File: src/rtl/vip_pkg.sv
// Shared definitions for the VIP frame controllers: pixel/counter widths and
// the frame-tracking state encoding.
package vip_pkg;

    localparam int unsigned PIX_W = 8;
    localparam int unsigned CNT_W = 11;

    typedef enum logic [1:0] {
        SYNC   = 2'd0,
        IDLE   = 2'd1,
        ACTIVE = 2'd2,
        DONE   = 2'd3
    } state_t;

endpackage

File: src/rtl/vip_sync_edge.sv
// Registers vsync/href and derives their edge pulses from the registered copy.
module vip_sync_edge (
    input  logic clk,
    input  logic rst,
    input  logic vsync,
    input  logic href,
    output logic vsync_q,
    output logic href_q,
    output logic vsync_rise_c,
    output logic vsync_fall_c,
    output logic href_fall_c
);

    always_ff @(posedge clk or posedge rst) begin
        if (rst) begin
            vsync_q <= 1'b0;
            href_q  <= 1'b0;
        end else begin
            vsync_q <= vsync;
            href_q  <= href;
        end
    end

    assign vsync_rise_c = vsync & ~vsync_q;
    assign vsync_fall_c = ~vsync & vsync_q;
    assign href_fall_c  = ~href & href_q;

endmodule

File: src/rtl/vip_median_frame_ctrl.sv
// Frame controller behind the 3x3 median stage: frame-boundary config, border
// substitution with raw pixels, frame completion and geometry error reporting.
module vip_median_frame_ctrl
    import vip_pkg::*;
#(
    parameter logic [CNT_W-1:0] IMG_HDISP = 11'd800,
    parameter logic [CNT_W-1:0] IMG_VDISP = 11'd600,
    parameter int unsigned      BORDER    = 1
) (
    input  logic             clk,
    input  logic             rst,
    input  logic             cfg_filter_en,
    input  logic             cfg_update,
    input  logic             err_clr,
    input  logic             in_vsync,
    input  logic             in_href,
    input  logic             in_clken,
    input  logic [PIX_W-1:0] in_filt_Y,
    input  logic [PIX_W-1:0] in_raw_Y,
    output logic             out_vsync,
    output logic             out_href,
    output logic             out_clken,
    output logic [PIX_W-1:0] out_img_Y,
    output logic             active_en,
    output logic             busy,
    output logic             frame_done,
    output logic             size_err
);

    localparam logic [CNT_W-1:0] B_LO  = CNT_W'(BORDER);
    localparam logic [CNT_W-1:0] H_HI  = IMG_HDISP - CNT_W'(BORDER);
    localparam logic [CNT_W-1:0] V_HI  = IMG_VDISP - CNT_W'(BORDER);
    localparam logic [CNT_W-1:0] CNT_MAX = '1;

    state_t           state, next_state;
    logic [CNT_W-1:0] col_cnt, row_cnt;
    logic             pending_en, pending_vld, line_err;
    logic             vsync_rise_c, vsync_fall_c, href_fall_c;
    logic             frame_start_c, size_bad_c, border_c;

    vip_sync_edge u_sync_edge (
        .clk          (clk),
        .rst          (rst),
        .vsync        (in_vsync),
        .href         (in_href),
        .vsync_q      (out_vsync),
        .href_q       (out_href),
        .vsync_rise_c (vsync_rise_c),
        .vsync_fall_c (vsync_fall_c),
        .href_fall_c  (href_fall_c)
    );

    always_ff @(posedge clk or posedge rst) begin
        if (rst) state <= SYNC;
        else     state <= next_state;
    end

    // SYNC discards a frame already in progress when reset is released
    always_comb begin
        next_state = state;
        case (state)
            SYNC:    if (!in_vsync)    next_state = IDLE;
            IDLE:    if (vsync_rise_c) next_state = ACTIVE;
            ACTIVE:  if (vsync_fall_c) next_state = DONE;
            DONE:                      next_state = IDLE;
            default:                   next_state = SYNC;
        endcase
    end

    assign frame_start_c = (state == IDLE) && vsync_rise_c;
    assign size_bad_c    = (state == DONE) && ((row_cnt != IMG_VDISP) || line_err);
    assign border_c      = (row_cnt < B_LO) || (row_cnt >= V_HI) ||
                           (col_cnt < B_LO) || (col_cnt >= H_HI);

    // Pixel/line position, counted only inside a tracked frame
    always_ff @(posedge clk or posedge rst) begin
        if (rst) begin
            col_cnt  <= '0;
            row_cnt  <= '0;
            line_err <= 1'b0;
        end else if (frame_start_c) begin
            col_cnt <= '0;
            row_cnt <= '0;
        end else if (state == ACTIVE) begin
            if (href_fall_c) begin
                if (col_cnt != IMG_HDISP) line_err <= 1'b1;
                col_cnt <= '0;
                if (row_cnt != CNT_MAX) row_cnt <= row_cnt + CNT_W'(1);
            end else if (in_href && in_clken && (col_cnt != CNT_MAX)) begin
                col_cnt <= col_cnt + CNT_W'(1);
            end
        end else if (state == DONE) begin
            line_err <= 1'b0;
        end
    end

    // A cfg_update coinciding with frame start lands in pending for the next frame
    always_ff @(posedge clk or posedge rst) begin
        if (rst) begin
            pending_en  <= 1'b0;
            pending_vld <= 1'b0;
            active_en   <= 1'b0;
        end else begin
            if (frame_start_c && pending_vld) begin
                active_en   <= pending_en;
                pending_vld <= 1'b0;
            end
            if (cfg_update) begin
                pending_en  <= cfg_filter_en;
                pending_vld <= 1'b1;
            end
        end
    end

    always_ff @(posedge clk or posedge rst) begin
        if (rst) begin
            out_clken  <= 1'b0;
            out_img_Y  <= '0;
            busy       <= 1'b0;
            frame_done <= 1'b0;
            size_err   <= 1'b0;
        end else begin
            out_clken  <= in_clken;
            out_img_Y  <= !in_clken ? '0 :
                          (active_en && !border_c) ? in_filt_Y : in_raw_Y;
            busy       <= (next_state == ACTIVE);
            frame_done <= (next_state == DONE);
            if (size_bad_c)   size_err <= 1'b1;
            else if (err_clr) size_err <= 1'b0;
        end
    end

endmodule
File: config.mk
export PLATFORM = sky130hd
export DESIGN_NAME = vip_median_frame_ctrl
export DESIGN_NICKNAME = d
export VERILOG_FILES = /design/src/rtl/vip_pkg.sv /design/src/rtl/vip_sync_edge.sv /design/src/rtl/vip_median_frame_ctrl.sv
export SDC_FILE = /design/constraint.sdc
export NUM_CORES = 1
export LEC_CHECK = 0
export ABC_AREA = 1
export BUFFER_PORTS_ARGS = -buffer_cell sky130_fd_sc_hd__buf_2
export CORE_MARGIN = 3
export CORE_UTILIZATION = 25
export DETAILED_ROUTE_END_ITERATION = 16
export PLACE_DENSITY = 0.54
export SYNTH_ARGS = -nofsm -noshare
export SYNTH_HDL_FRONTEND = slang
export SYNTH_SLANG_ARGS = --single-unit
File: constraint.sdc
create_clock -name clk -period 1.6 [get_ports clk]
set_input_delay 0.32 -clock clk [delete_from_list [all_inputs] [get_ports clk]]
set_output_delay 0.32 -clock clk [all_outputs]
set_load 0.03 [all_outputs]
# --- After elaboration in Yosys (flattened, before gate mapping) ---
# Cells that the tools add are included.
word_totals:
  register_bits: 42
  latchBits: 0
  ram_bits: 0
  mem_bits_ro: 0
  inputBits: 24
  output_inout_bits: 15
  wordCells: 82
  mem_count: 0
op_classes:
  n_addsub: 2
  multipliers: 0
  n_div: 0
  n_lt_le_gt_ge: 4
  n_eq_ne: 11
  n_shift: 0
  mux: 22
  bitwise_logic: 7
  n_reduce_logical: 22
op_table:
  columns: ["op", "count"]
  rows:
  - ["2-to-1 mux 11 bit", 8]
  - ["adder 11 x 1 -> 11 bit, second input constant", 2]
  - ["greater-or-equal comparator 11 x 10 -> 1 bit, second input constant", 2]
  - ["less-than comparator 11 x 1 -> 1 bit, second input constant", 2]
  - ["inequality test 11 x 10 -> 1 bit, second input constant", 2]
  - ["inequality test 11 bit, second input constant", 2]
  - ["2-to-1 mux 8 bit", 2]
  - ["nonzero test 2 bit", 6]
  - ["== test 2 bit, second input constant", 4]
  - ["2-to-1 mux 1 bit", 8]
  - ["one-hot mux 2 bit (4 select lines)", 1]
  - ["logical AND 1 bit", 6]
  - ["2-to-1 mux 2 bit", 3]
  - ["logical OR 1 bit", 4]
  - ["NOT 1 bit", 4]
  - ["AND reduction 4 bit", 1]
  - ["bitwise AND 1 bit", 3]
  - ["AND reduction 3 bit", 1]
  - ["nonzero test 3 bit", 1]
  - ["== test 2 x 1 -> 1 bit, second input constant", 1]
  - ["zero test 2 bit", 1]
  - ["inequality test 2 x 1 -> 1 bit, second input constant", 1]
  - ["inequality test 2 bit, second input constant", 1]
  - ["AND reduction 2 bit", 1]
  - ["zero test 1 bit", 1]

# --- Depth between registers and ports, before layout ---
# Gate-level depths: netlist of the first run.
logic_depth:
  ltp_word: 8
  depth_mapped: 11
  depth_no_buf: 10

# --- By module ---
# Synthesis of the first run repeated with hierarchy kept, for this count alone.
hier_totals:
  cells_unflattened: 346
  hier_area_um2: 2451.1
by_module_without_submodules:
  columns: ["mod", "n_inst", "cells_each", "area_each_um2", "seq_area_each_um2"]
  rows:
  - ["vip_median_frame_ctrl", 1, 337, 2374.8, 1001.0]
  - ["vip_sync_edge", 1, 9, 76.3, 50.0]

# --- Worst setup path after synthesis of the first run ---
# Ideal clock, no wire load.
synth_path:
  kind: "flip-flop to flip-flop"
  startpoint: "register u_sync_edge.vsync_q"
  endpoint: "register col_cnt[6]"
  arrival_time_ps: 1422
  required_time_ps: 1526
  path_slack_ps: 104
  stages_incl_launch_ff: 10
  path_buffers: 2
  path_cell_list: "dfrtp_1 -> inv_1 -> nand4_2 -> buf_6 -> a21oi_4 -> nand2_2 -> nand2_4 -> buf_8 -> nand4_2 -> o21ai_2"
synth_via:
  elab_chain_cells: 5
synth_lines:
  columns: ["item", "line_no", "rtl"]
  rows:
  - ["start, declared", "vip_sync_edge.sv:7", "output logic vsync_q,"]
  - ["start signal, assigned", "vip_sync_edge.sv:19", "vsync_q <= vsync;"]
  - ["NOT 1 bit *", "vip_sync_edge.sv:24", "assign vsync_rise_c = vsync & ~vsync_q;"]
  - ["bitwise AND 1 bit *", "vip_sync_edge.sv:24", null]
  - ["logical AND 1 bit *", "vip_median_frame_ctrl.sv:70", "assign frame_start_c = (state == IDLE) && vsync_rise_c;"]
  - ["nonzero test 3 bit (no source line) or nonzero test 2 bit (tied branches)", null, null]
  - ["AND reduction 2 bit (no source line)", null, null]
  - ["end signal, assigned", "vip_median_frame_ctrl.sv:90", "col_cnt <= col_cnt + CNT_W'(1);"]
  - ["end, declared", "vip_median_frame_ctrl.sv:36", "logic [CNT_W-1:0] col_cnt, row_cnt;"]
# Every way passes the cells marked *; elsewhere a longest branch is shown, timed or not.
# A chain may end at the register's enable or synchronous reset.

# --- Worst setup path after layout of the first run ---
layout_path:
  startpoint: "register col_cnt[1]"
  endpoint: "register out_img_Y[0]"
layout_via:
  elab_chain_cells: 7
layout_lines:
  columns: ["item", "line_no", "rtl"]
  rows:
  - ["less-than comparator 11 x 1 -> 1 bit", "vip_median_frame_ctrl.sv:73", "(col_cnt < B_LO) || (col_cnt >= H_HI);"]
  - ["logical OR 1 bit", "vip_median_frame_ctrl.sv:72", "assign border_c = (row_cnt < B_LO) || (row_cnt >= V_HI) ||"]
  - ["logical OR 1 bit *", "vip_median_frame_ctrl.sv:73", null]
  - ["zero test 1 bit *", "vip_median_frame_ctrl.sv:125", "(active_en && !border_c) ? in_filt_Y : in_raw_Y;"]
  - ["logical AND 1 bit *", "vip_median_frame_ctrl.sv:125", null]
  - ["2-to-1 mux 8 bit *", "vip_median_frame_ctrl.sv:125", null]
  - ["2-to-1 mux 8 bit *", "vip_median_frame_ctrl.sv:124", "out_img_Y <= !in_clken ? '0 :"]
  - ["end signal, assigned", "vip_median_frame_ctrl.sv:124", null]
  - ["end, declared", "vip_median_frame_ctrl.sv:23", "output logic [PIX_W-1:0] out_img_Y,"]
# Marks and branches as above.

==> results of run 1 <==
[flip-flops by register name (all words and copies together), names as in the netlist]
| signal | count |
|---|---|
| u_sync_edge.vsync_q | 1 |
| out_img_Y | 8 |
| size_err | 1 |
| pending_en | 1 |
| frame_done | 1 |
| u_sync_edge.href_q | 1 |
| pending_vld | 1 |
| state | 2 |
| active_en | 1 |
| line_err | 1 |
| row_cnt | 11 |
| col_cnt | 11 |
| out_clken | 1 |
| busy | 1 |
[worst min-delay path: stages]
cell	delay [ns]
buf_2	0.10
clkinv_1	0.06
buf_12	0.22
[cell families (layout without fill, tap and decap cells)]
family | count (synthesis) | count (layout) | share of synthesized area
buf+inv | 60 | 127 | 0.104
xor+xnor | 6 | 6 | 0.0208
flops | 42 | 42 | 0.417
simple gates | 183 | 183 | 0.357
compound gates | 32 | 32 | 0.0819
fa+ha+maj | 4 | 4 | 0.0198
[repair_timing]
action	in CTS	in global routing
pin swaps	0	20
setup buffers	0	6
setup endpoints to repair	12	29
resized for setup	2	43
[synth_stat cells]
| cell | instances |
|---|---|
| nor3_2 | 2 |
| nand2_1 | 62 |
| xor2_1 | 5 |
| or2_2 | 1 |
| o21bai_1 | 1 |
| nand3_1 | 31 |
| o22ai_1 | 1 |
| a22oi_1 | 1 |
| a21oi_2 | 1 |
| inv_1 | 46 |
| o21ai_0 | 12 |
| buf_8 | 1 |
| buf_6 | 2 |
| inv_2 | 6 |
| inv_4 | 1 |
| nand2_2 | 6 |
| nor2_4 | 2 |
| buf_2 | 3 |
| nand4_1 | 11 |
| nand2_4 | 2 |
| dfrtp_1 | 42 |
| a21boi_0 | 1 |
| ha_1 | 4 |
| o21ai_2 | 5 |
| nand4_2 | 3 |
| nor2_2 | 8 |
| a21oi_1 | 4 |
| a21oi_4 | 1 |
| buf_4 | 1 |
| nand3_2 | 5 |
| nor2_1 | 43 |
| o21ai_1 | 3 |
| nor4_1 | 1 |
| a21o_1 | 1 |
| a31oi_1 | 1 |
| xnor2_1 | 1 |
| nor3_1 | 6 |
[cell type report]
cell class | instances | area (um2) | area share
sequential | 42 | 1060 | 0.316
inverter | 53 | 206 | 0.0618
clock inverter | 3 | 40.0 | 0.0120
multi-input combinational | 225 | 1350 | 0.405
clock buffer | 5 | 68.8 | 0.0206
tap | 133 | 166 | 0.0498
timing repair buffer | 66 | 453 | 0.135
[worst min path at each step]
stage          startpoint          to  slack [ns]
4_1_cts               rst  row_cnt[2]        0.05
3_5_place_dp          rst  col_cnt[7]        0.38
2_1_floorplan    in_clken   out_clken        0.35
6_report              rst  col_cnt[8]        0.03
5_1_grt               rst  row_cnt[3]        0.07
3_3_place_gp          rst  col_cnt[7]        0.38
[power by group]
group	internal [mW]	switching, mW
clock	0.460	0.393
sequential	1.27	0.212
combinational	0.634	0.999
[routing by layer]
metal	wire (um)	vias to the layer above
li1	-	1182
met1	2890	1074
met2	3060	44
met3	262	4
met4	38	0
met5	0	-
[cells in the final DEF (no fill, tap or decap), drive strengths merged, types with 4 or more instances in the layout]
master	instances
clkbuf	5
dfrtp	42
buf	66
xor2	5
nand3	36
inv	52
a21oi	6
nand4	14
ha	4
o21ai	20
nor3	8
nand2	70
nor2	53
==> results.py, run 1 <==
metrics = {
    "outcome": {
        "outcome": "finished, final reports clean",
    },
    "critical_path": {
        "setup.worst_path.start": "col_cnt[1]",
        "critPathMaxFanout": 8,
        "cp-end-kind": "flip-flop",
        "crit_chain": "ha_2 -> nand2_2 -> nor2_4 -> nor2_4 -> nand2_1 -> nand2_1 -> nand3_2 -> nor2_4 -> buf_12 -> nor2_2 -> nor2_1",
        "path_buf_inv": 1,
        "ff2ff_setup_slack_ns": 0.02,
        "endpoint": "out_img_Y[0]",
        "cp.arrival_ns": 1.81,
        "slowest_delay_ns": 0.39,
        "r2r-start": "col_cnt[1]",
        "cp-start-kind": "flip-flop",
        "r2r_cells": 11,
        "path_class": "reg -> reg",
        "crit_top_cell": "nor2_4",
        "r2r_end": "out_img_Y[0]",
        "cpLargestDelayFamily": "simple AND/OR/NAND/NOR gates",
        "crit_cells": 11,
        "cp_slowest_cell": "dfrtp_1",
        "required_ns": 1.84,
    },
    "placed_design": {
        "gp_congestion": 0.892,
        "post_dp_cell_area_mm2": 0.00301,
        "place_ws_ns": -0.0194,
        "dp.cells": 513,
        "port-buffer-count": 38,
        "dp_hpwl_um": 4650,
    },
    "clock_tree": {
        "cts_num_sinks": 42,
        "cts_buffers": 5,
        "clock_tree.root_cell": "clkbuf_8",
        "clockBufferDepth": 2,
        "htree_levels": 2,
        "cts_tree": "yes",
        "cts_hold_buffers": 0,
        "clock_latency_ns": 0.30,
        "clk_pin_slew_worst_paths_ns": 0.09,
    },
    "route": {
        "viasPerCell": 4.37,
        "drt_iter0_drc": 101,
        "drt-total-wl_um": 6250,
        "wire_per_inst_um": 11.9,
        "ant_nets": 0,
        "drtPass1Iterations": 4,
        "drc": 0,
        "num_vias": 2304,
    },
    "sta": {
        "finalSetupViolations": 0,
        "setup_tns_ns": 0,
        "fmax_ghz": 0.635,
        "worst_slack_ns": 0.0245,
        "finalCritPeriodShare": 0.985,
        "rsz0062_at_grt": "true",
        "fin_skew_ns": 0.00642,
        "worst_pin_slew_ns": 0.281,
        "finalMaxSlewViolations": 0,
        "finalHoldViolCount": 0,
        "slew_headroom": 0.811,
        "hold_ws_ns": 0.0309,
        "min_period_ns": 1.58,
    },
    "layout": {
        "drive_gt1_frac": 0.350,
        "syn_to_final_growth_pct": 32.5,
        "layout.cells.non_filler": 527,
        "layout.nets": 421,
        "fin_area_mm2": 0.00334,
        "fill_cells": 1031,
        "antenna_cells": 0,
        "finish.utilization": 0.342,
    },
    "logic_synthesis": {
        "ys_seq_elements": 42,
        "syn_area_per_cell_um2": 7.71,
        "synth_cell_type_count": 37,
        "syn-cell-area_mm2": 0.00252,
        "ys_warn_count": 0,
        "synth_area_leaders": "dfrtp_1 (42%), nand2_1 (9.2%), inv_1 (6.8%)",
        "yosysTopAreaCell": "dfrtp_1",
        "syn_nets": 355,
        "syn_inst": 327,
        "yosysSeqAreaShare": 0.417,
        "netlist.area_leader.share": 0.417,
    },
    "hold_path": {
        "hp-class": "in -> async",
    },
    "grt": {
        "gr-max-usage-layer": "met2",
        "grt_overflow": 0,
        "grt_pass1_wl_um": 10600,
        "grtUsageTotal": 0.114,
        "gr-usage-met3": 0.0213,
        "grt_pass1_vias": 2265,
        "antenna_found_initial": 0,
        "met2_usage": 0.191,
        "use_met1": 0.149,
        "grt_max_degree": 43,
    },
    "pwr": {
        "finalPower_mw": 3.97,
        "p_per_area_mw_per_mm2": 1190,
        "vdd_drop_max_uv": 502,
        "power_leakage_nw": 1.60,
    },
    "die": {
        "pin_count": 39,
        "coreArea_mm2": 0.00977,
        "start_util": 0.258,
        "die_h_um": 106,
        "die_w_um": 106,
        "die_area_mm2": 0.0113,
        "fp-row-count": 36,
    },
    "run": {
        "max-cap-violations": 0,
    },
}
Note: power is estimated with default switching activity, not from simulation.
==> run 2: changes to the inputs <==
- PLACE_DENSITY: 0.54 -> 0.53
- clock period: 1.6 -> 1.5 ns (I/O delays scaled with it)
==> run 2 against run 1 <==
  * The flow now finishes with violations (setup timing)
  * Critical endpoint is now col_cnt[0]
  * Via count increased by 1.7%
  * Fmax is 3.5% higher
  * Worst setup slack worse by 0.047 ns
  * Register-to-register slack worse by 0.05 ns
  * Hold slack lost 0.0043 ns
  * Sequential cell count did not move
  * Total power is 3.2% higher
  * Clock-buffer cell count unchanged
  * Combinational power up 7%
  * Die area unchanged
  * Clock skew is 0.0058 ns higher
  * Highest routed layer unchanged
  * Largest power group unchanged
  * Utilization increased by 0.23 points
==> results.py, run 2 (same netlist as run 1, synthesis figures left out) <==
metrics = {
    "outcome": {
        "outcome": "finished with violations",
        "violations": "setup timing",
    },
    "placed_design": {
        "dp_hpwl_um": 4780,
        "post_dp_cell_area_mm2": 0.00312,
        "port-buffer-count": 38,
        "gp_congestion": 0.864,
        "dp.cells": 528,
    },
    "layout": {
        "final_common_cell": "nand2_1",
        "fill_cells": 1077,
        "reg_top3": "col_cnt x11, row_cnt x11, out_img_Y x8",
        "final_cell_mix": "nand2_1 (58), inv_1 (45), buf_4 (40), nor2_1 (39), dfrtp_1 (39)",
        "drive_gt1_frac": 0.364,
        "final-seq-area_mm2": 0.00105,
        "layout.nets": 436,
        "fin_area_mm2": 0.00337,
        "multi_input_area_mm2": 0.00131,
        "syn_to_final_growth_pct": 33.4,
        "antenna_cells": 0,
        "layout.cells.non_filler": 542,
    },
    "pwr": {
        "finalPower_mw": 4.10,
        "power_leakage_nw": 1.63,
        "internal-power_mw": 2.39,
        "vdd_drop_max_uv": 621,
        "switchingPower_mw": 1.71,
        "pwr-share-clk": 0.193,
        "swShare": 0.417,
        "power_frac_comb": 0.428,
        "p_per_area_mw_per_mm2": 1220,
        "seq_power_share": 0.379,
    },
    "clock_tree": {
        "cts_tree": "yes",
        "htree_levels": 2,
        "clock_tree.root_cell": "clkbuf_8",
        "cts_buffers": 5,
        "clock_latency_ns": 0.31,
        "cts_num_sinks": 42,
        "clockBufferDepth": 2,
        "clk_pin_slew_worst_paths_ns": 0.10,
    },
    "sta": {
        "slew_headroom": 0.831,
        "worst_pin_slew_ns": 0.253,
        "finalCritPeriodShare": 1.01,
        "fin_skew_ns": 0.0122,
        "rsz0062_at_grt": "true",
        "fmax_ghz": 0.657,
        "finalHoldViolCount": 0,
        "worst_slack_ns": -0.0225,
        "min_period_ns": 1.52,
        "finalMaxSlewViolations": 0,
        "setup_tns_ns": -0.0843,
        "finalSetupViolations": 6,
    },
    "route": {
        "num_vias": 2343,
        "drtPass1Iterations": 4,
        "drc": 0,
        "viasPerCell": 4.32,
        "wire_per_inst_um": 11.7,
        "drt-total-wl_um": 6370,
        "ant_nets": 0,
        "drt_iter0_drc": 107,
    },
    "grt": {
        "antenna_found_initial": 0,
        "use_met1": 0.162,
        "grt_pass1_wl_um": 10500,
        "grt_pass1_vias": 2218,
        "grt_overflow": 0,
        "grtUsageTotal": 0.113,
        "gr-usage-met3": 0.0231,
        "gr-max-usage-layer": "met2",
        "met2_usage": 0.177,
        "grt_max_degree": 43,
    },
    "critical_path": {
        "cp-end-kind": "flip-flop",
        "required_ns": 1.75,
        "cp.arrival_ns": 1.77,
        "path_class": "reg -> reg",
        "slowest_delay_ns": 0.36,
        "cp-start-kind": "flip-flop",
        "setup.worst_path.start": "col_cnt[1]",
        "r2r-start": "col_cnt[1]",
        "crit_chain": "ha_2 -> nand2_2 -> nor2_4 -> nand4_1 -> nand2_2 -> nand2_8 -> buf_4 -> o21ai_2",
        "cpLargestDelayFamily": "simple AND/OR/NAND/NOR gates",
        "crit_top_cell": "nand2_2",
        "cp_slowest_cell": "dfrtp_1",
        "path_buf_inv": 1,
        "critPathMaxFanout": 6,
    },
    "die": {
        "fp-row-count": 36,
        "die_h_um": 106,
        "coreArea_mm2": 0.00977,
        "pin_count": 39,
        "die_area_mm2": 0.0113,
        "die_w_um": 106,
        "start_util": 0.258,
    },
    "run": {
        "max-cap-violations": 0,
    },
    "hold_path": {
        "hp-class": "in -> async",
    },
}
run 2: changes by cell type in the layout (fill, tap and decap cells not counted), moves of 2 or more:
cell	delta
buf_8	-2
nor2_4	-7
nor2_1	+6
clkinvlp_4	+2
nand2_2	+2
clkinv_2	-2
o21ai_0	-4
buf_4	+17
nand2_1	-2
o21ai_1	+4
run 2: final cells by class:
class                           count  area share
Clock buffer                        5      0.0204
Clock inverter                      3     0.00706
Inverter                           53      0.0621
Multi-Input combinational cell    226       0.390
Sequential cell                    42       0.313
Tap cell                          133      0.0494
Timing Repair Buffer               80       0.158
run 2: final timing paths:
path                                      end  slack, ns  cells past startpoint
max                                col_cnt[0]      -0.02                      8
min                              out_img_Y[7]       0.03                      3
max reg2reg                        col_cnt[0]      -0.02                      8
min reg2reg                       pending_vld       0.50                      1
max in group asynchronous          row_cnt[6]       1.22                      3
min in group clk           u_sync_edge.href_q       0.14                      1
run 2: power by group through the flow:
stage	Clock (mW)	Combinational (mW)	Sequential, mW
2_1_floorplan	0	0.933	1.68
6_report	0.792	1.75	1.55
5_1_grt	0.864	1.97	1.59
3_3_place_gp	0	1.60	1.57
3_5_place_dp	0	1.62	1.57
4_1_cts	0.825	1.64	1.55
run 2: metal layers:
layer	share of wire	up-vias	routed length, um
li1	-	1205	-
met5	0	-	0
met4	0.0049	0	31
met1	0.50	1084	3210
met3	0.043	4	272
met2	0.45	50	2850
run 2: metrics by stage:
stage / hold WS, ns / setup WS [ns] / utilization
finish: 0.0266 / -0.0225 / 0.344
global route: 0.0734 / -0.155 / 0.344
CTS: 0.0448 / -0.00267 / 0.334
detailed placement: 0.388 / -0.0741 / 0.319
global placement: 0.383 / -0.0656 / 0.319
floorplan: 0.331 / 0.00417 / -
run 2: repair_timing:
item	CTS	global route
setup endpoints to repair	21	29
hold endpoints to repair	0	0
setup buffers	1	4
gates cloned	0	1
hold buffers	0	0
gates resized for setup	9	24
pin swaps	2	18
run 2: worst min-delay path: stages:
cell and delay (ns):
buf_2 0.10, inv_1 0.08, buf_12 0.24
==> run 3: changes to the inputs <==
- RECOVER_POWER: unset -> 25
==> run 3 against run 2 <==
  * The run still ends with setup timing left
  * Final cell count is the same
  * Utilization fell by 0.17 points
  * Clock-buffer cell count did not move
  * Worst setup slack better by 0.0012 ns
  * Sequential power is essentially flat
  * Combinational power barely moved
  * Die area did not move
  * Hold slack improved by 0.12 ns
  * Critical endpoint unchanged
==> results.py, run 3 (same netlist as run 1, synthesis figures left out) <==
metrics = {
    "outcome": {
        "outcome": "finished with violations",
        "violations": "setup timing",
    },
    "pwr": {
        "power_leakage_nw": 1.63,
        "power_frac_comb": 0.427,
        "swShare": 0.417,
        "p_per_area_mw_per_mm2": 1220,
        "internal-power_mw": 2.38,
        "seq_power_share": 0.379,
        "pwr-share-clk": 0.193,
        "switchingPower_mw": 1.71,
        "vdd_drop_max_uv": 616,
    },
    "critical_path": {
        "r2r_end": "col_cnt[0]",
        "path_class": "reg -> reg",
        "cp-start-kind": "flip-flop",
        "setup.worst_path.start": "col_cnt[1]",
        "critPathMaxFanout": 6,
        "slowest_delay_ns": 0.36,
        "ff2ff_setup_slack_ns": -0.02,
        "r2r-start": "col_cnt[1]",
        "required_ns": 1.75,
        "cp-end-kind": "flip-flop",
        "r2r_cells": 8,
        "cp.arrival_ns": 1.77,
        "cp_slowest_cell": "dfrtp_1",
        "crit_chain": "ha_2 -> nand2_2 -> nor2_4 -> nand4_1 -> nand2_2 -> nand2_8 -> buf_4 -> o21ai_2",
        "crit_top_cell": "nand2_2",
        "endpoint": "col_cnt[0]",
    },
    "route": {
        "drt_iter0_drc": 116,
        "drtPass1Iterations": 4,
        "num_vias": 2339,
        "drc": 0,
        "ant_nets": 0,
        "viasPerCell": 4.32,
        "drt-total-wl_um": 6400,
        "wire_per_inst_um": 11.8,
    },
    "layout": {
        "fill_cells": 1080,
        "antenna_cells": 0,
        "drive_gt1_frac": 0.362,
        "syn_to_final_growth_pct": 32.8,
        "final_common_cell": "nand2_1",
        "final_cell_mix": "nand2_1 (58), inv_1 (45), buf_4 (40), nor2_1 (39), dfrtp_1 (39)",
        "layout.cells.non_filler": 542,
        "fin_area_mm2": 0.00335,
        "reg_top3": "col_cnt x11, row_cnt x11, out_img_Y x8",
        "layout.nets": 436,
    },
    "grt": {
        "grt_pass1_vias": 2218,
        "grt_overflow": 0,
        "antenna_found_initial": 0,
        "grt_max_degree": 43,
        "grtUsageTotal": 0.113,
        "grt_pass1_wl_um": 10500,
    },
    "placed_design": {
        "port-buffer-count": 38,
        "post_dp_cell_area_mm2": 0.00312,
        "dp_hpwl_um": 4780,
        "place_ws_ns": -0.0741,
        "gp_congestion": 0.864,
        "dp.cells": 528,
    },
    "clock_tree": {
        "cts_tree": "yes",
        "clockBufferDepth": 2,
        "cts_num_sinks": 42,
        "clk_pin_slew_worst_paths_ns": 0.10,
        "clock_tree.root_cell": "clkbuf_8",
        "cts_buffers": 5,
        "clock_latency_ns": 0.31,
        "htree_levels": 2,
    },
    "sta": {
        "hold_ws_ns": 0.149,
        "rsz0062_at_grt": "true",
        "finalMaxSlewViolations": 0,
        "worst_slack_ns": -0.0212,
        "slew_headroom": 0.270,
        "fin_skew_ns": 0.0127,
        "finalCritPeriodShare": 1.01,
        "setup_tns_ns": -0.0796,
        "finalSetupViolations": 6,
        "min_period_ns": 1.52,
        "fmax_ghz": 0.657,
        "worst_pin_slew_ns": 1.10,
        "finalHoldViolCount": 0,
    },
    "die": {
        "fp-row-count": 36,
        "start_util": 0.258,
        "coreArea_mm2": 0.00977,
        "die_area_mm2": 0.0113,
        "pin_count": 39,
        "die_h_um": 106,
        "die_w_um": 106,
    },
    "run": {
        "max-cap-violations": 0,
    },
    "hold_path": {
        "hp-class": "in -> reg",
        "hold_depth": 1,
    },
}
run 3: cell count changes in the layout (fill, tap and decap cells not counted), sizes merged:
cell    before  now
buf         80   78
clkbuf       5    7
run 3: layout make-up:
type / instances / area (um2) / area share
Sequential cell: 42 / 1050 / 0.315
Timing Repair Buffer: 80 / 514 / 0.154
Inverter: 53 / 209 / 0.0624
Tap cell: 133 / 166 / 0.0497
Multi-Input combinational cell: 226 / 1310 / 0.392
Clock inverter: 3 / 23.8 / 0.00710
Clock buffer: 5 / 68.8 / 0.0205
run 3: what timing repair did:
action / CTS / global route
cloned: 0 / 1
gates resized for setup: 9 / 24
hold buffers: 0 / 0
setup buffers: 1 / 4
pin swaps: 2 / 18
setup endpoints to repair: 21 / 29
run 3: layer usage:
| metal | share of wire | track usage | up-vias | wire length (um) |
|---|---|---|---|---|
| li1 | - | - | 1207 | - |
| met1 | 0.51 | 0.162 | 1083 | 3270 |
| met2 | 0.45 | 0.177 | 45 | 2870 |
| met3 | 0.037 | 0.0231 | 4 | 235 |
| met4 | 0.0048 | 0.0247 | 0 | 31 |
| met5 | 0 | 0 | - | 0 |
run 3: worst min path at each step:
stage / from / endpoint / slack (ns)
3_5_place_dp: rst / out_img_Y[7] / 0.39
2_1_floorplan: in_clken / out_clken / 0.33
5_1_grt: in_href / u_sync_edge.href_q / 0.16
4_1_cts: rst / out_img_Y[2] / 0.04
6_report: in_href / u_sync_edge.href_q / 0.15
3_3_place_gp: rst / col_cnt[3] / 0.38
run 3: metrics by stage:
step	power (mW)	utilization
global route	4.42	0.343
floorplan	2.62	-
detailed placement	3.18	0.319
global placement	3.17	0.319
finish	4.09	0.343
CTS	4.02	0.334
run 3: power groups by stage:
stage / registers, mW / clock network (mW) / logic, mW
2_1_floorplan: 1.68 / 0 / 0.933
3_3_place_gp: 1.57 / 0 / 1.60
3_5_place_dp: 1.57 / 0 / 1.62
4_1_cts: 1.55 / 0.825 / 1.64
5_1_grt: 1.59 / 0.864 / 1.97
6_report: 1.55 / 0.791 / 1.75
run 3: worst max-delay path, delay by kind of cell (launching register included):
family | cells | cell delay, ns
adders and majority gates | 1 | 0.19
and+or+nand+nor | 5 | 0.67
buffers and inverters | 1 | 0.15
DFF | 1 | 0.36
AOI/OAI and AO/OA | 1 | 0.09
